<file path="src/rtl/hwag_crank_emulator.sv">
// Missing-tooth crank-wheel generator (default 60-2) used as on-chip stimulus for HWAG capture.
// One slot lasts period_q ena ticks; the last TOOTH_MISSING slots of each revolution stay low.
module hwag_crank_emulator #(
  parameter int PCNT_WIDTH    = 24,
  parameter int TOOTH_TOTAL   = 60,
  parameter int TOOTH_MISSING = 2
) (
  input  logic                  clk,
  input  logic                  rst,
  input  logic                  ena,
  input  logic                  run,
  input  logic [PCNT_WIDTH-1:0] period,
  output logic                  crank_out,
  output logic [7:0]            slot_num,
  output logic                  gap,
  output logic                  rev_pulse,
  output logic [15:0]           rev_count,
  output logic                  busy
);

  localparam int SLOT_W  = (TOOTH_TOTAL > 1) ? $clog2(TOOTH_TOTAL) : 1;
  localparam int N_TEETH = TOOTH_TOTAL - TOOTH_MISSING;

  typedef enum logic [1:0] {
    ST_IDLE  = 2'd0,
    ST_RUN   = 2'd1,
    ST_DRAIN = 2'd2
  } state_t;

  state_t                r_state;
  logic [PCNT_WIDTH-1:0] r_pcnt;
  logic [PCNT_WIDTH-1:0] r_period_q;
  logic [SLOT_W-1:0]     r_slot;
  logic                  r_crank;
  logic                  r_gap;
  logic                  r_rev_pulse;
  logic [15:0]           r_rev_count;
  logic                  r_busy;

  logic [PCNT_WIDTH-1:0] w_period_eff;
  logic                  w_slot_end;
  logic                  w_wrap;
  logic [SLOT_W-1:0]     w_slot_inc;

  // Periods of 0 and 1 would leave no room for both a high and a low phase.
  assign w_period_eff = (period < PCNT_WIDTH'(2)) ? PCNT_WIDTH'(2) : period;
  assign w_slot_end   = (r_pcnt == r_period_q - PCNT_WIDTH'(1));
  assign w_wrap       = (r_slot == SLOT_W'(TOOTH_TOTAL - 1));
  assign w_slot_inc   = w_wrap ? '0 : r_slot + SLOT_W'(1);

  function automatic logic tooth_hi(input logic [SLOT_W-1:0]     s,
                                    input logic [PCNT_WIDTH-1:0] p,
                                    input logic [PCNT_WIDTH-1:0] q);
    return (s < SLOT_W'(N_TEETH)) && (p < (q >> 1));
  endfunction

  function automatic logic in_gap(input logic [SLOT_W-1:0] s);
    return (s >= SLOT_W'(N_TEETH));
  endfunction

  // NOTE: all state and outputs update with non-blocking assignments so every
  // right-hand side sees the pre-edge values; outputs are derived from the
  // next-state values to stay aligned with pcnt/slot.
  always_ff @(posedge clk) begin
    if (!rst) begin
      r_state     <= ST_IDLE;
      r_pcnt      <= '0;
      r_period_q  <= '0;
      r_slot      <= '0;
      r_crank     <= 1'b0;
      r_gap       <= 1'b0;
      r_rev_pulse <= 1'b0;
      r_rev_count <= '0;
      r_busy      <= 1'b0;
    end else begin
      r_rev_pulse <= 1'b0;
      if (ena) begin
        unique case (r_state)
          ST_IDLE: begin
            if (run) begin
              r_state    <= ST_RUN;
              r_pcnt     <= '0;
              r_slot     <= '0;
              r_period_q <= w_period_eff;
              r_crank    <= tooth_hi('0, '0, w_period_eff);
              r_gap      <= in_gap('0);
              r_busy     <= 1'b1;
            end
          end
          ST_RUN, ST_DRAIN: begin
            if (!w_slot_end) begin
              r_state <= run ? ST_RUN : ST_DRAIN;
              r_pcnt  <= r_pcnt + PCNT_WIDTH'(1);
              r_crank <= tooth_hi(r_slot, r_pcnt + PCNT_WIDTH'(1), r_period_q);
            end else if (run) begin
              r_state    <= ST_RUN;
              r_pcnt     <= '0;
              r_slot     <= w_slot_inc;
              r_period_q <= w_period_eff;
              r_crank    <= tooth_hi(w_slot_inc, '0, w_period_eff);
              r_gap      <= in_gap(w_slot_inc);
              if (w_wrap) begin
                r_rev_pulse <= 1'b1;
                r_rev_count <= r_rev_count + 16'd1;
              end
            end else begin
              // Stopping at a slot boundary: never step into the next slot.
              r_state <= ST_IDLE;
              r_pcnt  <= '0;
              r_slot  <= '0;
              r_crank <= 1'b0;
              r_gap   <= 1'b0;
              r_busy  <= 1'b0;
            end
          end
          default: begin
            r_state <= ST_IDLE;
            r_crank <= 1'b0;
            r_gap   <= 1'b0;
            r_busy  <= 1'b0;
          end
        endcase
      end
    end
  end

  assign crank_out = r_crank;
  assign slot_num  = 8'(r_slot);
  assign gap       = r_gap;
  assign rev_pulse = r_rev_pulse;
  assign rev_count = r_rev_count;
  assign busy      = r_busy;

endmodule
</file>
<file path="config.mk">
export PLATFORM = sky130hd
export DESIGN_NAME = hwag_crank_emulator
export DESIGN_NICKNAME = d
export VERILOG_FILES = /design/src/rtl/hwag_crank_emulator.sv
export SDC_FILE = /design/constraint.sdc
export NUM_CORES = 1
export LEC_CHECK = 0
export ABC_AREA = 1
export CORE_ASPECT_RATIO = 0.5
export CORE_MARGIN = 10
export CORE_UTILIZATION = 35
export CTS_CLUSTER_DIAMETER = 200
export CTS_CLUSTER_SIZE = 10
export DETAILED_ROUTE_END_ITERATION = 10
export HOLD_SLACK_MARGIN = 0.03
export PLACE_DENSITY = 0.55
export REMOVE_ABC_BUFFERS = 1
export SLEW_MARGIN = 20
export SYNTH_ARGS = -nofsm -noshare
export SYNTH_HDL_FRONTEND = slang
export SYNTH_SLANG_ARGS = --single-unit
</file>
<file path="constraint.sdc">
create_clock -name clk -period 3.6 [get_ports clk]
set_input_delay 0.36 -clock clk [delete_from_list [all_inputs] [get_ports clk]]
set_output_delay 0.36 -clock clk [all_outputs]
set_load 0.02 [all_outputs]
</file>
Yosys cells after proc, flatten, opt, wreduce, memory -nomap -nowiden
Cells that the tools add are included.

Word-level logic and storage cells: 69. Output and inout bits: 28. Bits of input ports: 28. RAM bits: 0. Memories kept: 0. Bits in read-only memories: 0. Latch bits: 0. Register bits after elaboration: 76.

Multipliers: 0. Div/mod/pow operators: 0. $add $sub $neg: 4. Reductions and logical operators: 13. $lt $le $gt $ge: 6. Muxes and demuxes: 30. Bitwise logic cells: 0. Shift-type cells: 0. Equality and inequality tests: 7.

Operators with widths (count): $mux W24 (5); $pmux W24 S2 (2); $add A24 B1 Y24 const B (1); $eq A24 B24 Y1 (1); $lt A24 B2 Y1 const B (1); $lt A24 B23 Y1 (1); $mux W6 (4); $sub A24 B1 Y24 const B (1); $lt A1 B23 Y1 const A (1); $add A16 B1 Y16 const B (1); $lt A6 B6 Y1 const B (2); $pmux W6 S2 (1); $mux W1 (11); $reduce_and A5 Y1 (2); $reduce_and A3 Y1 (3); $reduce_and A4 Y1 (2); $add A6 B1 Y6 const B (1); $eq A6 B6 Y1 const B (1); $ge A6 B6 Y1 const B (1); $mux W2 (3); $ne A2 B2 Y1 const B (3); $pmux W1 S2 (3); $pmux W2 S2 (1); $eq A2 B1 Y1 const B (1); other kinds (6) (7).

Logic depth before layout (Yosys ltp)
Gate-level depths: netlist of run 1.

Word-level depth: 7. Gate-level depth with buffers: 23.

Worst setup path after synthesis of run 1
No wires, ideal clock.

Path kind: register to register. Start: reg r_pcnt[0]. End: reg r_crank, in the netlist crank_out. Clock period less this slack: 2895 ps. Library setup time: 70 ps. Arrival: 2825 ps. Slack: 705 ps. Cell stages (with the launch flop): 23. Data required time: 3530 ps. Path buffers: 0. Cell sequence: dfxtp_1 -> ha_1 -> nand2_1 -> inv_1 -> nand2_1 -> nor2_1 -> nand4_1 -> nor2_1 -> nand2_1 -> nor2_1 -> nand4_1 -> xor2_1 -> inv_1 -> ha_1 -> a211oi_1 -> o211ai_1 -> inv_1 -> nand2_1 -> nor2_1 -> nand3_1 -> nand2_1 -> nand2_1 -> a21oi_1.

Longest elaborated chain between the ends: 5. Elaborated cells on any way between the ends: 6. Those cells by class: add/sub: 1; order compare: 1; eq/ne: 1; mux: 2; reduce/logical: 1.

Ends and longest elaborated chain: start, declared (RTL line 31) `logic [PCNT_WIDTH-1:0] r_pcnt;`; start signal, assigned (RTL line 93) `r_pcnt <= r_pcnt + PCNT_WIDTH'(1);`; $add A24 B1 Y24 (RTL line 94) `r_crank <= tooth_hi(r_slot, r_pcnt + PCNT_WIDTH'(1), r_period_q);`; $lt A24 B23 Y1 (RTL line 54) `return (s < SLOT_W'(N_TEETH)) && (p < (q >> 1));`; $logic_and A1 B1 Y1 (RTL line 54); $mux W1 * (RTL line 91) `if (!w_slot_end) begin`; $pmux W1 S2 * (RTL line 78) `unique case (r_state)`; end signal, assigned (RTL line 85) `r_crank <= tooth_hi('0, '0, w_period_eff);`; end signal, assigned (RTL line 94); end signal, assigned (RTL line 100) `r_crank <= tooth_hi(w_slot_inc, '0, w_period_eff);`; end, declared (RTL line 34) `logic r_crank;`.

Every way passes the cells marked *; elsewhere a longest branch is shown, timed or not. A chain may end at the register's enable or synchronous reset.

Worst setup path in the final report of run 1
Start: reg r_pcnt[2]. End: reg r_crank, in the netlist crank_out.

Same word-level chain as after synthesis.

==> summary.md, run 1 <==
| Metric | Value |
|---|---|
| Status | `finished, final reports clean` |
| TritonCTS clock tree | `done` |
| Most frequent cell after synthesis | `nand2_1` |
| Vias | `6021` |
| Fin crit period | `3270 ps` |
| Rel. slew slack | `a little over two fifths` |
| WL final | `about 19 mm` |
| Hold WC Path Type | `reg -> reg` |
| Top_reg_cell synth | `dfxtp_1` |
| Crit-path cells | `inv_1 > nor2_2 > nand2_1 > nor2_1 > inv_1 > nor2_1 > nand3_1 > nor3_2 > xor2_1 > ha_1 > a21o_1 > a211oi_1 > o211ai_1 > inv_1 > nand2_1 > nor2_1 > nand3_1 > nand2_1 > nand2_1 > a21oi_1` |
| Worst-skew pair later-pin latency | `roughly 350 ps` |
| Crit Path Category | `reg -> reg` |
| Die Ht | `between 100 and 150 um` |
| Slew @ Worst Pin | `~840 ps` |
| Synth top area share | `26.2%` |
| P&R area growth vs syn | `17.5%` |
| Clock Skew | `around 9.9 ps` |
| Filler instances | `between 1500 and 2000` |
| Setup bufs post-CTS | `0` |
| PwrDens | `between 300 and 400 mW/mm^2` |
| Rows | `33` |
| CP max stage delay | `~400 ps` |
| Largest net degree at the start of global routing | `49` |
| Post-synthesis sequential area ratio | `a little over a quarter` |
| Area of the multi-input gates | `roughly 0.0037 sq mm` |
| Pwr Total | `2.54 mW` |
| Ant diodes | `0` |
| Final instance area | `between 0.006 and 0.007 sq mm` |
| Drt first pass iters | `6` |
| Startpoint types | `flip-flop` |
| Ys async rst share | `0%` |
| Distinct cells, synth | `37` |
| CP required | `a little under 4000 ps` |
| I/O pin count | `between 50 and 60` |
| Hold buffers post-CTS | `0` |
| Initial DRC Count | `between 500 and 600` |
| Core Box Area | `~0.016 sq mm` |
| Critical Path AT | `3530 ps` |
| Post-CTS sizing | `0` |
| Fin Setup TNS | `0 ps` |
| Setup Viol. Count Final | `0` |
| CP Max Fanout | `5` |
| Final worst path period share | `around nine tenths` |
| Post-DP Area | `between 0.006 and 0.007 sq mm` |
| Post-synth EDFFs | `0` |
| Post-Syn Area | `0.00580 sq mm` |
| Reg area | `between 0.0015 and 0.002 sq mm` |
| CTS buffer count | `9` |
| Initial Utilization | `between 30% and 40%` |
| Syn Inst Count | `between 900 and 1000` |
| Syn Area/Cell | `between 6 and 7 sq um` |
| Most common cell type on the critical path | `nand2_1` |
| CP bufs+invs | `3` |
| Cell type with the largest total area after synthesis | `dfxtp_1` |
| Die area | `about 0.022 sq mm` |
| Post-DP HPWL | `approximately 15 mm` |
| Delay-heaviest family, CP | `simple AND/OR/NAND/NOR gates` |
| Share of cells above drive strength 1 | `roughly 5.3%` |
| Ys Warns | `0` |
| Peak supply drop | `0.000221 V` |
| Vias per inst | `4.96` |
| Clk buf depth | `2` |
| Grt ovf | `0` |
| Initial antenna violation count | `0` |
| Placer Congestion | `around 0.93` |
| TritonCTS Sinks | `76` |
| Slowest cell on crit path | `dfxtp_1` |
| Synth top cells by count | `nand2_1, inv_1, nor2_1` |
| Reg clk slew, reported paths | `about 70 ps` |
| Max-Cap Viols | `0` |
| Peak Freq | `306 MHz` |
| Vias in the first global route | `around 5700` |
| GRT Total Usage | `between 10% and 20%` |
| Antenna-violating nets left | `0` |
| H-tree levels | `3` |
| Synth area leaders | `dfxtp_1, nand2_1, inv_1` |
| Port Buffers | `between 50 and 60` |
| # nets final | `roughly 1000` |
| Root buffer cell | `clkbuf_16` |
| Count of pins over their slew limit | `0` |
| CP Capture Type | `flip-flop` |
| Register bit total from synthesis | `76` |
| Detailed-route DRC error count | `0` |
| Die Span X | `between 200 and 250 um` |
| First-pass GRT wire length | `a little over 30 mm` |
| Lkg Pwr | `3.04 nW` |
| WL per Instance | `approximately 15 um` |
| Hold Fails Final Rpt | `0` |
-- logic make-up (layout without fill, tap and decap cells) --
family          count (synthesis)  in the layout  synth area share, %
simple gates                  515            515                 39.2
buf+inv                       154            199                 10.7
compound gates                121            121                 10.7
flops                          76             76                 26.2
xor+xnor                       45             45                 6.80
fa+ha+maj                      29             29                 6.26
other cells                     1              2               0.0647
-- worst reg2reg max path: cells and delay by family, from the launching register on --
family,cells,cell delay (ps)
AND/OR/NAND/NOR,11,1440
AO/OA/AOI/OAI,4,620
flip-flops,1,390
adder cells (fa/ha/maj),1,280
XOR/XNOR,1,240
buffers and inverters,3,220
-- report_power, final --
group | internal [mW] | switching [mW] | total [mW]
combinational | 0.235 | 0.514 | 0.748
clock | 0.479 | 0.413 | 0.892
sequential | 0.870 | 0.0349 | 0.905
-- area by class of cell --
cell class	count	area share, %
well taps	227	4.17
clock buffers	9	3.31
multi-input cells	712	54.0
repair buffers	57	8.41
inverters	126	6.94
flip-flops and latches	76	22.4
clock inverters	7	0.845
-- final timing paths --
| check | slack [ps] | depth (start not counted) | endpoint | startpoint |
|---|---|---|---|---|
| worst max-delay path | 330 | 20 | crank_out$_SDFFE_PN0P_ | r_pcnt[2]$_SDFFE_PN0P_ |
| worst min-delay path | 470 | 2 | busy$_SDFFE_PN0P_ | busy$_SDFFE_PN0P_ |
| worst max register to register | 330 | 20 | crank_out$_SDFFE_PN0P_ | r_pcnt[2]$_SDFFE_PN0P_ |
| worst min register to register | 470 | 2 | busy$_SDFFE_PN0P_ | busy$_SDFFE_PN0P_ |
-- metrics by stage --
step / util [%] / setup WS (ps) / hold slack, ps / cells
2_1_floorplan: - / 712 / 460 / 914
3_3_place_gp: 39.9 / 306 / 457 / 1198
3_5_place_dp: 39.9 / 173 / 458 / 1198
4_1_cts: 41.6 / 140 / 474 / 1214
5_1_grt: 41.8 / -1.16 / 509 / 1214
6_report: 41.8 / 331 / 469 / 1214
-- layout by cell type (no fill, tap or decap), drive strengths merged --
| cell type | n |
|---|---|
| a211oi | 1 |
| a21o | 1 |
| a21oi | 71 |
| and2 | 1 |
| and3 | 1 |
| buf | 4 |
| clkbuf | 9 |
| clkdlybuf4s50 | 53 |
| clkinv | 1 |
| clkinvlp | 2 |
| conb | 2 |
| dfxtp | 76 |
| ha | 29 |
| inv | 130 |
| nand2 | 267 |
| nand3 | 60 |
| nand3b | 3 |
| nand4 | 32 |
| nor2 | 123 |
| nor3 | 16 |
| nor3b | 2 |
| nor4 | 9 |
| o211ai | 1 |
| o21a | 1 |
| o21ai | 44 |
| o21bai | 1 |
| o31ai | 1 |
| or2 | 1 |
| xnor2 | 23 |
| xor2 | 22 |
-- routing by layer --
layer | global-route usage (%) | vias up | wire [um]
met2 | 24.3 | 129 | 7660
met1 | 24.5 | 2790 | 9870
li1 | - | 3092 | -
met4 | 2.54 | 0 | 104
met3 | 3.12 | 10 | 958
met5 | 0 | - | 0
-- flip-flops by register name, indices dropped and copies added (netlist names) --
name        count
gap             1
r_period_q     24
crank_out       1
rev_count      16
r_pcnt         24
busy            1
rev_pulse       1
r_slot          6
r_state         2
Note: power is estimated with default switching activity, not from simulation.
==> run 2, diff against run 1 <==
Settings changed: PLACE_DENSITY 0.55 to 0.59.
==> run 2 against run 1 <==
Net effect: sequential power barely moved; clock skew grew 6.4 ps; maximum frequency grew 1.6%; largest cell class unchanged; combinational power fell by 0.8%; largest power group is now clock; critical path type unchanged.
==> summary.md, run 2 (same netlist as run 1, synthesis figures left out) <==
| Metric | Value |
|---|---|
| P&R area growth vs syn | `18.4%` |
| Rows | `33 (unchanged)` |
| Port Buffers | `53 (unchanged)` |
| Post-DP Area | `0.00651 sq mm (about the same)` |
| Vias per inst | `4.90 (-1.2%)` |
| Setup Viol. Count Final | `0 (unchanged)` |
| First-pass GRT wire length | `29.2 mm (-3.9%)` |
| Vias in the first global route | `5567 (-1.9%)` |
| Detailed-route DRC error count | `0 (unchanged)` |
| Final hold slack | `485 ps (+16.4 ps)` |
| CTS buffer count | `9 (unchanged)` |
| Hold buffers post-CTS | `0 (unchanged)` |
| Startpoint types | `flip-flop` |
| Reg clk slew, reported paths | `70 ps (about the same)` |
| Grt ovf | `0 (unchanged)` |
| Crit Path Category | `reg -> reg` |
| GRT Total Usage | `15.9% (-0.68 points)` |
| CP required | `3860 ps (about the same)` |
| TritonCTS Sinks | `76 (unchanged)` |
| # nets final | `1043 (+0.38%)` |
| Rel. slew slack | `46.6% (+2.8 points)` |
| M1 wire length | `9.56 mm (-3.2%)` |
| Slew @ Worst Pin | `799 ps (-41.0 ps)` |
| Ant diodes | `0 (unchanged)` |
| Hold WC Path Type | `reg -> reg` |
| R2r setup slk | `380 ps (+50 ps)` |
| Hold Fails Final Rpt | `0 (unchanged)` |
| Initial DRC Count | `499 (-2.2%)` |
| Peak supply drop | `0.000206 V (-6.8%)` |
| Fin Setup TNS | `0 ps (unchanged)` |
| Status | `finished, final reports clean` |
| CP Capture Type | `flip-flop` |
| Initial Utilization | `35.5% (unchanged)` |
| Fin crit period | `3220 ps (-52.1 ps)` |
| CP Max Fanout | `5 (unchanged)` |
| Clk buf depth | `2 (unchanged)` |
| Worst-skew pair later-pin latency | `350 ps (about the same)` |
| Die Span X | `202 um (unchanged)` |
| Cells on Worst Hold Path | `2 (unchanged)` |
| Post-route setup slack | `383 ps (+52.1 ps)` |
| WL per Instance | `14.9 um (-2.5%)` |
| Drt first pass iters | `5 (-1)` |
| R2R Path End | `crank_out$_SDFFE_PN0P_` |
| Final worst path period share | `89.4% (-1.4 points)` |
| Met2 Wirelength | `7.64 mm (-0.35%)` |
| Count of pins over their slew limit | `0 (unchanged)` |
| Hold wc startpoint | `busy$_SDFFE_PN0P_` |
| Final instance area | `0.00686 sq mm (+0.72%)` |
| Post-DP HPWL | `14.5 mm (-1.7%)` |
| Peak Freq | `311 MHz (+1.6%)` |
| Max Used Layer | `met4` |
| Reg-to-Reg Start | `r_pcnt[2]$_SDFFE_PN0P_` |
| Placer Congestion | `0.922 (-0.54%)` |
| Largest net degree at the start of global routing | `49 (unchanged)` |
| Core Box Area | `0.0163 sq mm (unchanged)` |
| Critical Path AT | `3480 ps (-50 ps)` |
| PwrDens | `379 mW/mm^2 (+1.5%)` |
| Vias | `5966 (-0.91%)` |
| RSZ-0062 raised after global routing | `no` |
| Lkg Pwr | `3.08 nW (+1.5%)` |
| Pre-CTS WS | `164 ps (-8.45 ps)` |
| Antenna-violating nets left | `0 (unchanged)` |
| Most frequent cells in the layout | `nand2_1, inv_1, nor2_1` |
| WL final | `18.2 mm (-2.2%)` |
| Die Ht | `111 um (unchanged)` |
| Max-Cap Viols | `0 (unchanged)` |
| Hold endpoint | `busy$_SDFFE_PN0P_` |
| Metal3 WL | `916 um (-4.4%)` |
| Initial antenna violation count | `0 (unchanged)` |
| I/O pin count | `56 (unchanged)` |
| TritonCTS clock tree | `done` |
| Root buffer cell | `clkbuf_16` |
| Filler instances | `1775 (+1.9%)` |
| Clock Skew | `16.3 ps (+6.38 ps)` |
| Share of cells above drive strength 1 | `5.85% (+0.58 points)` |
| Most common cell after layout, fill and taps aside | `nand2_1` |
| Worst reg2reg path depth | `20 (unchanged)` |
| Die area | `0.0224 sq mm (unchanged)` |
| H-tree levels | `3 (unchanged)` |
## run 2: where the power goes
| part | switching [mW] | internal [mW] |
|---|---|---|
| logic | 0.507 | 0.235 |
| registers | 0.0355 | 0.870 |
| clock network | 0.406 | 0.549 |
## run 2: metal layers
metal / vias to the layer above / track usage, %
met4: 0 / 2.94
met1: 2744 / 22.9
li1: 3106 / -
met5: - / 0
met2: 110 / 23.8
met3: 6 / 3.09
## run 2: area by class of cell
| cell class | instances | area, sq um | area share (%) |
|---|---|---|---|
| Clock inverter | 7 | 80.1 | 1.17 |
| Clock buffer | 9 | 225 | 3.28 |
| Timing Repair Buffer | 61 | 591 | 8.61 |
| Multi-Input combinational cell | 712 | 3680 | 53.7 |
| Tap cell | 227 | 284 | 4.14 |
| Sequential cell | 76 | 1520 | 22.2 |
| Inverter | 126 | 473 | 6.89 |
## run 2: worst max-delay path by stage
stage | cells after the start | from | to | slack (ps)
floorplan | 22 | r_pcnt[0]$_SDFFE_PN0P_ | crank_out$_SDFFE_PN0P_ | 710
global placement | 20 | r_pcnt[0]$_SDFFE_PN0P_ | crank_out$_SDFFE_PN0P_ | 340
detailed placement | 20 | r_pcnt[0]$_SDFFE_PN0P_ | crank_out$_SDFFE_PN0P_ | 160
CTS | 20 | r_pcnt[0]$_SDFFE_PN0P_ | crank_out$_SDFFE_PN0P_ | 140
global route | 22 | r_pcnt[1]$_SDFFE_PN0P_ | crank_out$_SDFFE_PN0P_ | 30
finish | 20 | r_pcnt[2]$_SDFFE_PN0P_ | crank_out$_SDFFE_PN0P_ | 380
## run 2: repair_timing
item,4_1_cts,5_1_grt
buffers inserted,0,2
gates resized for setup,0,9
endpoints found under the setup margin,0,1
endpoints found under the hold margin,0,0
## run 2: metrics by stage
| step | power [mW] | util (%) | instances |
|---|---|---|---|
| global route | 2.75 | 42.1 | 1218 |
| global placement | 1.64 | 39.9 | 1200 |
| CTS | 2.60 | 41.8 | 1216 |
| floorplan | 1.42 | - | 914 |
| finish | 2.60 | 42.1 | 1218 |
| detailed placement | 1.65 | 39.9 | 1200 |
## run 2: worst max-delay path, cell delays in order, from the launching register on
cell	delay [ps]
dfxtp_1	400
inv_1	90
nor2_2	180
nand2_1	150
nor2_1	190
inv_1	90
nor4_1	390
nand3_1	160
xnor2_1	230
ha_1	280
a21oi_1	150
o21ai_0	90
nor2_1	120
o211ai_1	100
inv_1	60
nand2_1	40
nor2_1	110
nand3_1	70
nand2_1	70
nand2_1	40
a21oi_1	120
